--- config.mk ---
export PLATFORM = sky130hd
export DESIGN_NAME = rd_wr_burst_gen
export DESIGN_NICKNAME = d
export VERILOG_FILES = /design/src/rtl/rd_wr_pkg.sv /design/src/rtl/req_fifo.sv /design/src/rtl/rd_wr_burst_gen.sv
export SDC_FILE = /design/constraint.sdc
export NUM_CORES = 1
export LEC_CHECK = 0
export ABC_AREA = 1
export CORE_ASPECT_RATIO = 0.7
export CORE_MARGIN = 4
export CORE_UTILIZATION = 50
export CTS_BUF_LIST = sky130_fd_sc_hd__clkbuf_4 sky130_fd_sc_hd__clkbuf_8
export DETAILED_ROUTE_END_ITERATION = 6
export PLACE_DENSITY_LB_ADDON = 0.3
export REMOVE_ABC_BUFFERS = 1
export SLEW_MARGIN = 20
export SYNTH_ARGS = -nofsm -noshare
export SYNTH_HDL_FRONTEND = slang
export SYNTH_SLANG_ARGS = --single-unit
--- constraint.sdc ---
create_clock -name clk -period 3.3 [get_ports clk]
set_clock_uncertainty 0.05 [all_clocks]
set_input_delay 0.66 -clock clk [delete_from_list [all_inputs] [get_ports clk]]
set_output_delay 0.66 -clock clk [all_outputs]
set_load 0.005 [all_outputs]
--- src/rtl/rd_wr_pkg.sv ---
// Shared types and helpers for the rd/wr burst generator.
//   state_t    : burst FSM states
//   Def*       : default parameter values used by the top
//   clamp_len  : clamps a requested rd burst length into [min_rd, max_rd]
//   len_out_of_range : flags a request that needed clamping
package rd_wr_pkg;

  localparam int unsigned DefMinRd     = 2;
  localparam int unsigned DefMaxRd     = 5;
  localparam int unsigned DefLenW      = 3;
  localparam int unsigned DefGapCycles = 1;
  localparam int unsigned DefDepth     = 2;

  typedef enum logic [2:0] {
    StIdle,
    StWr,
    StGap,
    StRd,
    StTail
  } state_t;

  function automatic int unsigned clamp_len(input int unsigned len,
                                            input int unsigned min_rd,
                                            input int unsigned max_rd);
    if (len < min_rd) return min_rd;
    if (len > max_rd) return max_rd;
    return len;
  endfunction

  function automatic logic len_out_of_range(input int unsigned len,
                                            input int unsigned min_rd,
                                            input int unsigned max_rd);
    return (len < min_rd) || (len > max_rd);
  endfunction

endpackage

--- src/rtl/req_fifo.sv ---
// Synchronous request FIFO holding clamped burst lengths.
// Ports:
//   clk_i    : clock
//   rst_i    : synchronous reset, active-high (flushes pointers and count)
//   push_i   : write data_i when not full (ignored when full)
//   data_i   : entry to enqueue
//   pop_i    : drop head when not empty
//   data_o   : current head entry
//   full_o   : count == Depth
//   empty_o  : count == 0
//   count_o  : number of stored entries
module req_fifo #(
  parameter int unsigned Depth = 2,
  parameter int unsigned Width = 3
) (
  input  logic                       clk_i,
  input  logic                       rst_i,
  input  logic                       push_i,
  input  logic [Width-1:0]           data_i,
  input  logic                       pop_i,
  output logic [Width-1:0]           data_o,
  output logic                       full_o,
  output logic                       empty_o,
  output logic [$clog2(Depth+1)-1:0] count_o
);

  localparam int unsigned PtrW = (Depth > 1) ? $clog2(Depth) : 1;
  localparam int unsigned CntW = $clog2(Depth + 1);

  logic [Width-1:0] mem_q [Depth];
  logic [PtrW-1:0]  wr_ptr_q, wr_ptr_d;
  logic [PtrW-1:0]  rd_ptr_q, rd_ptr_d;
  logic [CntW-1:0]  count_q, count_d;
  logic             do_push, do_pop;

  assign full_o  = (count_q == CntW'(Depth));
  assign empty_o = (count_q == '0);
  assign count_o = count_q;
  assign data_o  = mem_q[rd_ptr_q];

  assign do_push = push_i && !full_o;
  assign do_pop  = pop_i && !empty_o;

  // Depth is a power of two, so the pointers wrap by plain overflow.
  always_comb begin
    wr_ptr_d = wr_ptr_q;
    rd_ptr_d = rd_ptr_q;
    count_d  = count_q;
    if (do_push) wr_ptr_d = wr_ptr_q + PtrW'(1);
    if (do_pop)  rd_ptr_d = rd_ptr_q + PtrW'(1);
    unique case ({do_push, do_pop})
      2'b10:   count_d = count_q + CntW'(1);
      2'b01:   count_d = count_q - CntW'(1);
      default: count_d = count_q;
    endcase
  end

  always_ff @(posedge clk_i) begin
    if (rst_i) begin
      wr_ptr_q <= '0;
      rd_ptr_q <= '0;
      count_q  <= '0;
    end else begin
      wr_ptr_q <= wr_ptr_d;
      rd_ptr_q <= rd_ptr_d;
      count_q  <= count_d;
    end
  end

  // Storage needs no reset: entries are only read while count is non-zero.
  always_ff @(posedge clk_i) begin
    if (do_push) mem_q[wr_ptr_q] <= data_i;
  end

endmodule

--- src/rtl/rd_wr_burst_gen.sv ---
// rd/wr strobe burst generator. Each queued request yields a 1-cycle wr pulse,
// GapCycles idle cycles, rd high for the clamped request length, then a TAIL
// cycle (done pulse, rd low) before the next request may start.
// Ports:
//   clk       : clock, all logic on posedge
//   rst       : synchronous reset, active-high
//   req_valid : request present
//   req_len   : requested rd burst length (clamped to [MinRd, MaxRd])
//   req_ready : queue can accept (= !full)
//   wr        : write strobe, one pulse per request
//   rd        : read strobe, high for the clamped length
//   busy      : FSM active or queue non-empty
//   done      : 1-cycle pulse in TAIL
//   len_err   : 1-cycle pulse the cycle after an accepted out-of-range req_len
module rd_wr_burst_gen
  import rd_wr_pkg::*;
#(
  parameter int unsigned MinRd     = DefMinRd,
  parameter int unsigned MaxRd     = DefMaxRd,
  parameter int unsigned LenW      = DefLenW,
  parameter int unsigned GapCycles = DefGapCycles,
  parameter int unsigned Depth     = DefDepth
) (
  input  logic            clk,
  input  logic            rst,
  input  logic            req_valid,
  input  logic [LenW-1:0] req_len,
  output logic            req_ready,
  output logic            wr,
  output logic            rd,
  output logic            busy,
  output logic            done,
  output logic            len_err
);

  localparam int unsigned CntW     = $clog2(MaxRd + 1);
  localparam int unsigned GapW     = $clog2(GapCycles + 1);
  localparam int unsigned FifoCntW = $clog2(Depth + 1);

  state_t              state_q, state_d;
  logic [LenW-1:0]     len_q, len_d;
  logic [CntW-1:0]     rd_cnt_q, rd_cnt_d;
  logic [GapW-1:0]     gap_cnt_q, gap_cnt_d;
  logic                wr_q, rd_q, done_q, len_err_q;

  logic                accept;
  logic [LenW-1:0]     len_clamped;
  logic                len_bad;
  logic                pop;
  logic                fifo_full, fifo_empty;
  logic [LenW-1:0]     fifo_head;
  logic [FifoCntW-1:0] fifo_count;

  assign req_ready   = !fifo_full;
  assign accept      = req_valid && req_ready;
  assign len_clamped = LenW'(clamp_len(32'(req_len), MinRd, MaxRd));
  assign len_bad     = len_out_of_range(32'(req_len), MinRd, MaxRd);

  req_fifo #(
    .Depth (Depth),
    .Width (LenW)
  ) u_req_fifo (
    .clk_i   (clk),
    .rst_i   (rst),
    .push_i  (req_valid),
    .data_i  (len_clamped),
    .pop_i   (pop),
    .data_o  (fifo_head),
    .full_o  (fifo_full),
    .empty_o (fifo_empty),
    .count_o (fifo_count)
  );

  // Next-state logic. The gap counter runs 1..GapCycles, the rd counter 1..len_q.
  always_comb begin
    state_d   = state_q;
    len_d     = len_q;
    rd_cnt_d  = rd_cnt_q;
    gap_cnt_d = gap_cnt_q;
    pop       = 1'b0;
    unique case (state_q)
      StIdle, StTail: begin
        if (!fifo_empty) begin
          pop     = 1'b1;
          len_d   = fifo_head;
          state_d = StWr;
        end else begin
          state_d = StIdle;
        end
      end
      StWr: begin
        state_d   = StGap;
        gap_cnt_d = GapW'(1);
      end
      StGap: begin
        if (gap_cnt_q == GapW'(GapCycles)) begin
          state_d  = StRd;
          rd_cnt_d = CntW'(1);
        end else begin
          gap_cnt_d = gap_cnt_q + GapW'(1);
        end
      end
      StRd: begin
        if (rd_cnt_q == CntW'(len_q)) begin
          state_d = StTail;
        end else begin
          rd_cnt_d = rd_cnt_q + CntW'(1);
        end
      end
      default: state_d = StIdle;
    endcase
  end

  // Strobes are registered from the next state so they line up with state_q.
  always_ff @(posedge clk) begin
    if (rst) begin
      state_q   <= StIdle;
      len_q     <= '0;
      rd_cnt_q  <= '0;
      gap_cnt_q <= '0;
      wr_q      <= 1'b0;
      rd_q      <= 1'b0;
      done_q    <= 1'b0;
      len_err_q <= 1'b0;
    end else begin
      state_q   <= state_d;
      len_q     <= len_d;
      rd_cnt_q  <= rd_cnt_d;
      gap_cnt_q <= gap_cnt_d;
      wr_q      <= (state_d == StWr);
      rd_q      <= (state_d == StRd);
      done_q    <= (state_d == StTail);
      len_err_q <= accept && len_bad;
    end
  end

  assign wr      = wr_q;
  assign rd      = rd_q;
  assign done    = done_q;
  assign len_err = len_err_q;
  assign busy    = (state_q != StIdle) || (fifo_count != '0);

endmodule

==> metrics.md <==
| Metric | Value |
|---|---|
| Synth-to-Final Area Change | 15.6% |
| Critical Path End Type | output pin |
| Number of buffers created by CTS | 3 |
| Critical Path RT | 2590 ps |
| Clock Path Buffers | 2 |
| Global route overflow | 0 |
| Clk slew on worst S/H paths | approximately 130 ps |
| CTS tree | built |
| Reg-to-reg critical path startpoint | state_q[1]$_SDFF_PP0_ |
| Max Clk Rate | 0.449 GHz |
| ANT cells | 0 |
| Vias in the first global route | around 740 |
| # hold bufs at CTS | 0 |
| Global-route usage over all layers | 14.2% |
| Final wirelength | 1800 um |
| Syn_area_per_cell | 8.83 um^2 |
| Yosys reg bits | 24 |
| Leading area contributor after synthesis | dfxtp_1 |
| Placer Congestion | 0.763 |
| FF-to-FF End | u_req_fifo.count_o[1]$_SDFFE_PP0P_ |
| CP max stage delay | 460 ps |
| Cells along the critical path | nor2_2 -> nand3_1 -> clkdlybuf4s50_1 |
| Top cell type's share of synthesized area | 33.7% |
| Critical Path AT | between 1500 and 2000 ps |
| Final ANT Viol Nets | 0 |
| Worst Path Max Fanout | 5 |
| Status | finished clean |
| Die Span X | between 60 and 70 um |
| Cells resized by post-CTS repair | 0 |
| Mapped cell area | 0.00107 mm^2 |
| Fillers | 160 |
| Buf/Inv on CP | 1 |
| Top FF cell, synth | dfxtp_1 |
| Worst Setup EP | busy |
| Fin nets | 146 |
| Leak pwr | 0.000550 uW |
| Hold crit path type | reg2reg |
| Pre-antenna DRT Iters | 4 |
| I/O pin cnt | 12 |
| Die height | 46.7 um |
| Synth top cells by count | dfxtp_1 (18), nor2_1 (15), inv_1 (14), nand2_1 (13), a21oi_1 (12) |
| Final Hold Vio Count | 0 |
| Dpl cells | 152 |
| Die ar. | 0.00295 mm^2 |
| Hold Path Origin | gap_cnt_q$_SDFFE_PP0P_ |
| Syn Inst Count | 121 |
| H-tree levels | 1 |
| Skew-Pair Late Insertion Delay | about 320 ps |
| Ys async rst share | 0% |
| Number of DRC markers in iteration 0 | 50 |
| Count leader, synth | dfxtp_1 |
| Top delay family on crit path | buffers and inverters |
| Routed wl met3 | ~88 um |
| Seq/Total Area, Yosys | 50.6% |
| Avg WL per Cell | 11.5 um |
| FF-to-FF setup slack | 1670 ps |
| Wl on met1 | ~900 um |
| I/O Buffers | 11 |
| Root Driver | clkbuf_4 |
| Synth unique cells | 27 |
| Multi-input logic area | 457 um^2 |
| DRC viols | 0 |
| Antenna violations before repair | 0 |
| Slew HR | 65.1% |
| Setup CP Type | reg2out |
| Setup Fix Bufs, Post-CTS | 0 |
| Cell count along the critical path | 3 |
| FF-to-FF path depth | 9 |
| Final period util | between 60 and 70% |
| Cell Pwr Density | between 700 and 800 mW/mm^2 |
| Setup crit start | u_req_fifo.count_o[0]$_SDFFE_PP0P_ |
| Row cnt | 13 |
| Highest routed layer | met4 |
| Global-route wire length before repair | approximately 3100 um |
| Top post-synthesis cells by area | dfxtp_1 (34%), edfxtp_1 (17%), ha_1 (5.9%) |
| Via density | between 5 and 6 |
| CP max-delay cell | clkdlybuf4s50_1 |
| Post-detail-place hpwl | 1360 um |
| Sink Count | 24 |
| Initial Util | between 50% and 60% |
| Yosys Warn Count | 0 |
| Number of synthesized flops with an enable pin | 6 |
| Reg area | between 500 and 600 um^2 |
| Unrepaired setup endpoints after global routing | no |
| Core area | 0.00194 mm^2 |
| Vias | roughly 800 |
| Final setup viols | 0 |
| Worst Tran Pin Value | 522 ps |
| Max-slew violations | 0 |
| Tmin final | 2230 ps |
| Largest net degree at the start of global routing | 14 |
| CP Launch Type | flip-flop |
| Max Cap Viol | 0 |
| Met2 WL | 799 um |
| Maximum vdd drop | 0.519 mV |
| Non-filler cells, final | 156 |
| Setup TNS | 0 ps |
| Ratio of cells with drive above 1 in the final layout | 14.2% |
==> worst min-delay path by stage <==
| stage | slack, ps | cells after the start | endpoint |
|---|---|---|---|
| after CTS | 470 | 1 | u_req_fifo.count_o[1]$_SDFFE_PP0P_ |
| after detailed placement | 440 | 2 | gap_cnt_q$_SDFFE_PP0P_ |
| after floorplan | 400 | 1 | u_req_fifo.count_o[1]$_SDFFE_PP0P_ |
| after global routing | 490 | 2 | gap_cnt_q$_SDFFE_PP0P_ |
| after global placement | 420 | 1 | u_req_fifo.count_o[1]$_SDFFE_PP0P_ |
| final | 470 | 2 | gap_cnt_q$_SDFFE_PP0P_ |
==> flip-flops by register name (all words and copies together), names as in the netlist <==
| register | count |
|---|---|
| wr | 1 |
| len_err | 1 |
| u_req_fifo.rd_ptr_q | 1 |
| u_req_fifo.wr_ptr_q | 1 |
| len_q | 3 |
| state_q | 3 |
| done | 1 |
| u_req_fifo.count_o | 2 |
| u_req_fifo.mem_q | 6 |
| rd_cnt_q | 3 |
| gap_cnt_q | 1 |
| rd | 1 |
==> cells in the final DEF (no fill, tap or decap), drive strengths merged <==
master / count
inv: 17
clkbuf: 4
nand2: 16
nor2: 20
nand3: 6
xnor2: 1
ha: 5
nor3: 3
edfxtp: 6
or2: 1
o21ai: 6
xor2: 2
a21oi: 13
clkdlybuf4s50: 11
nor4: 2
dfxtp: 18
a31oi: 1
nor3b: 2
==> through the flow <==
stage / utilization (%) / worst slack, ps / power [uW] / hold slack (ps) / area (um^2)
6_report: 63.8 / 1070 / 952 / 472 / 1230
2_1_floorplan: - / 1730 / 697 / 404 / 1060
5_1_grt: 63.8 / 1010 / 1030 / 493 / 1230
3_5_place_dp: 61.9 / 1130 / 804 / 443 / 1200
3_3_place_gp: 61.9 / 1200 / 789 / 422 / 1200
4_1_cts: 63.8 / 1050 / 958 / 471 / 1230
==> layer usage <==
metal,vias up,global-route usage [%]
met1,348,19.0
met2,15,22.4
met5,-,0
met3,2,4.39
li1,419,-
met4,0,3.86
==> power by group <==
| group | internal [uW] | total [uW] | switching (uW) |
|---|---|---|---|
| combinational | 159 | 365 | 207 |
| clock | 67.5 | 154 | 86.2 |
| sequential | 374 | 433 | 59.0 |
==> cell type report <==
cell class | instances | share of cell area (%)
flip-flops and latches | 24 | 43.8
inverters | 17 | 5.17
well taps | 22 | 2.23
clock buffers | 4 | 2.94
multi-input cells | 78 | 37.0
repair buffers | 11 | 8.92
==> cells by family after synthesis <==
kind of cell    synth area share (%)
flops                           50.6
fa+ha+maj                       5.85
buf+inv                         6.67
simple gates                    24.6
xor+xnor                        2.46
compound gates                  9.84
==> worst reg2reg max path, cell delays in order (launching register included) <==
cell	delay, ps
dfxtp_1	360
nor2_1	170
inv_2	80
nor2_8	160
ha_1	290
a21oi_1	110
o21ai_0	90
inv_1	70
o21ai_0	70
a21oi_1	120
No activity file was read; power rests on OpenSTA's default activity.
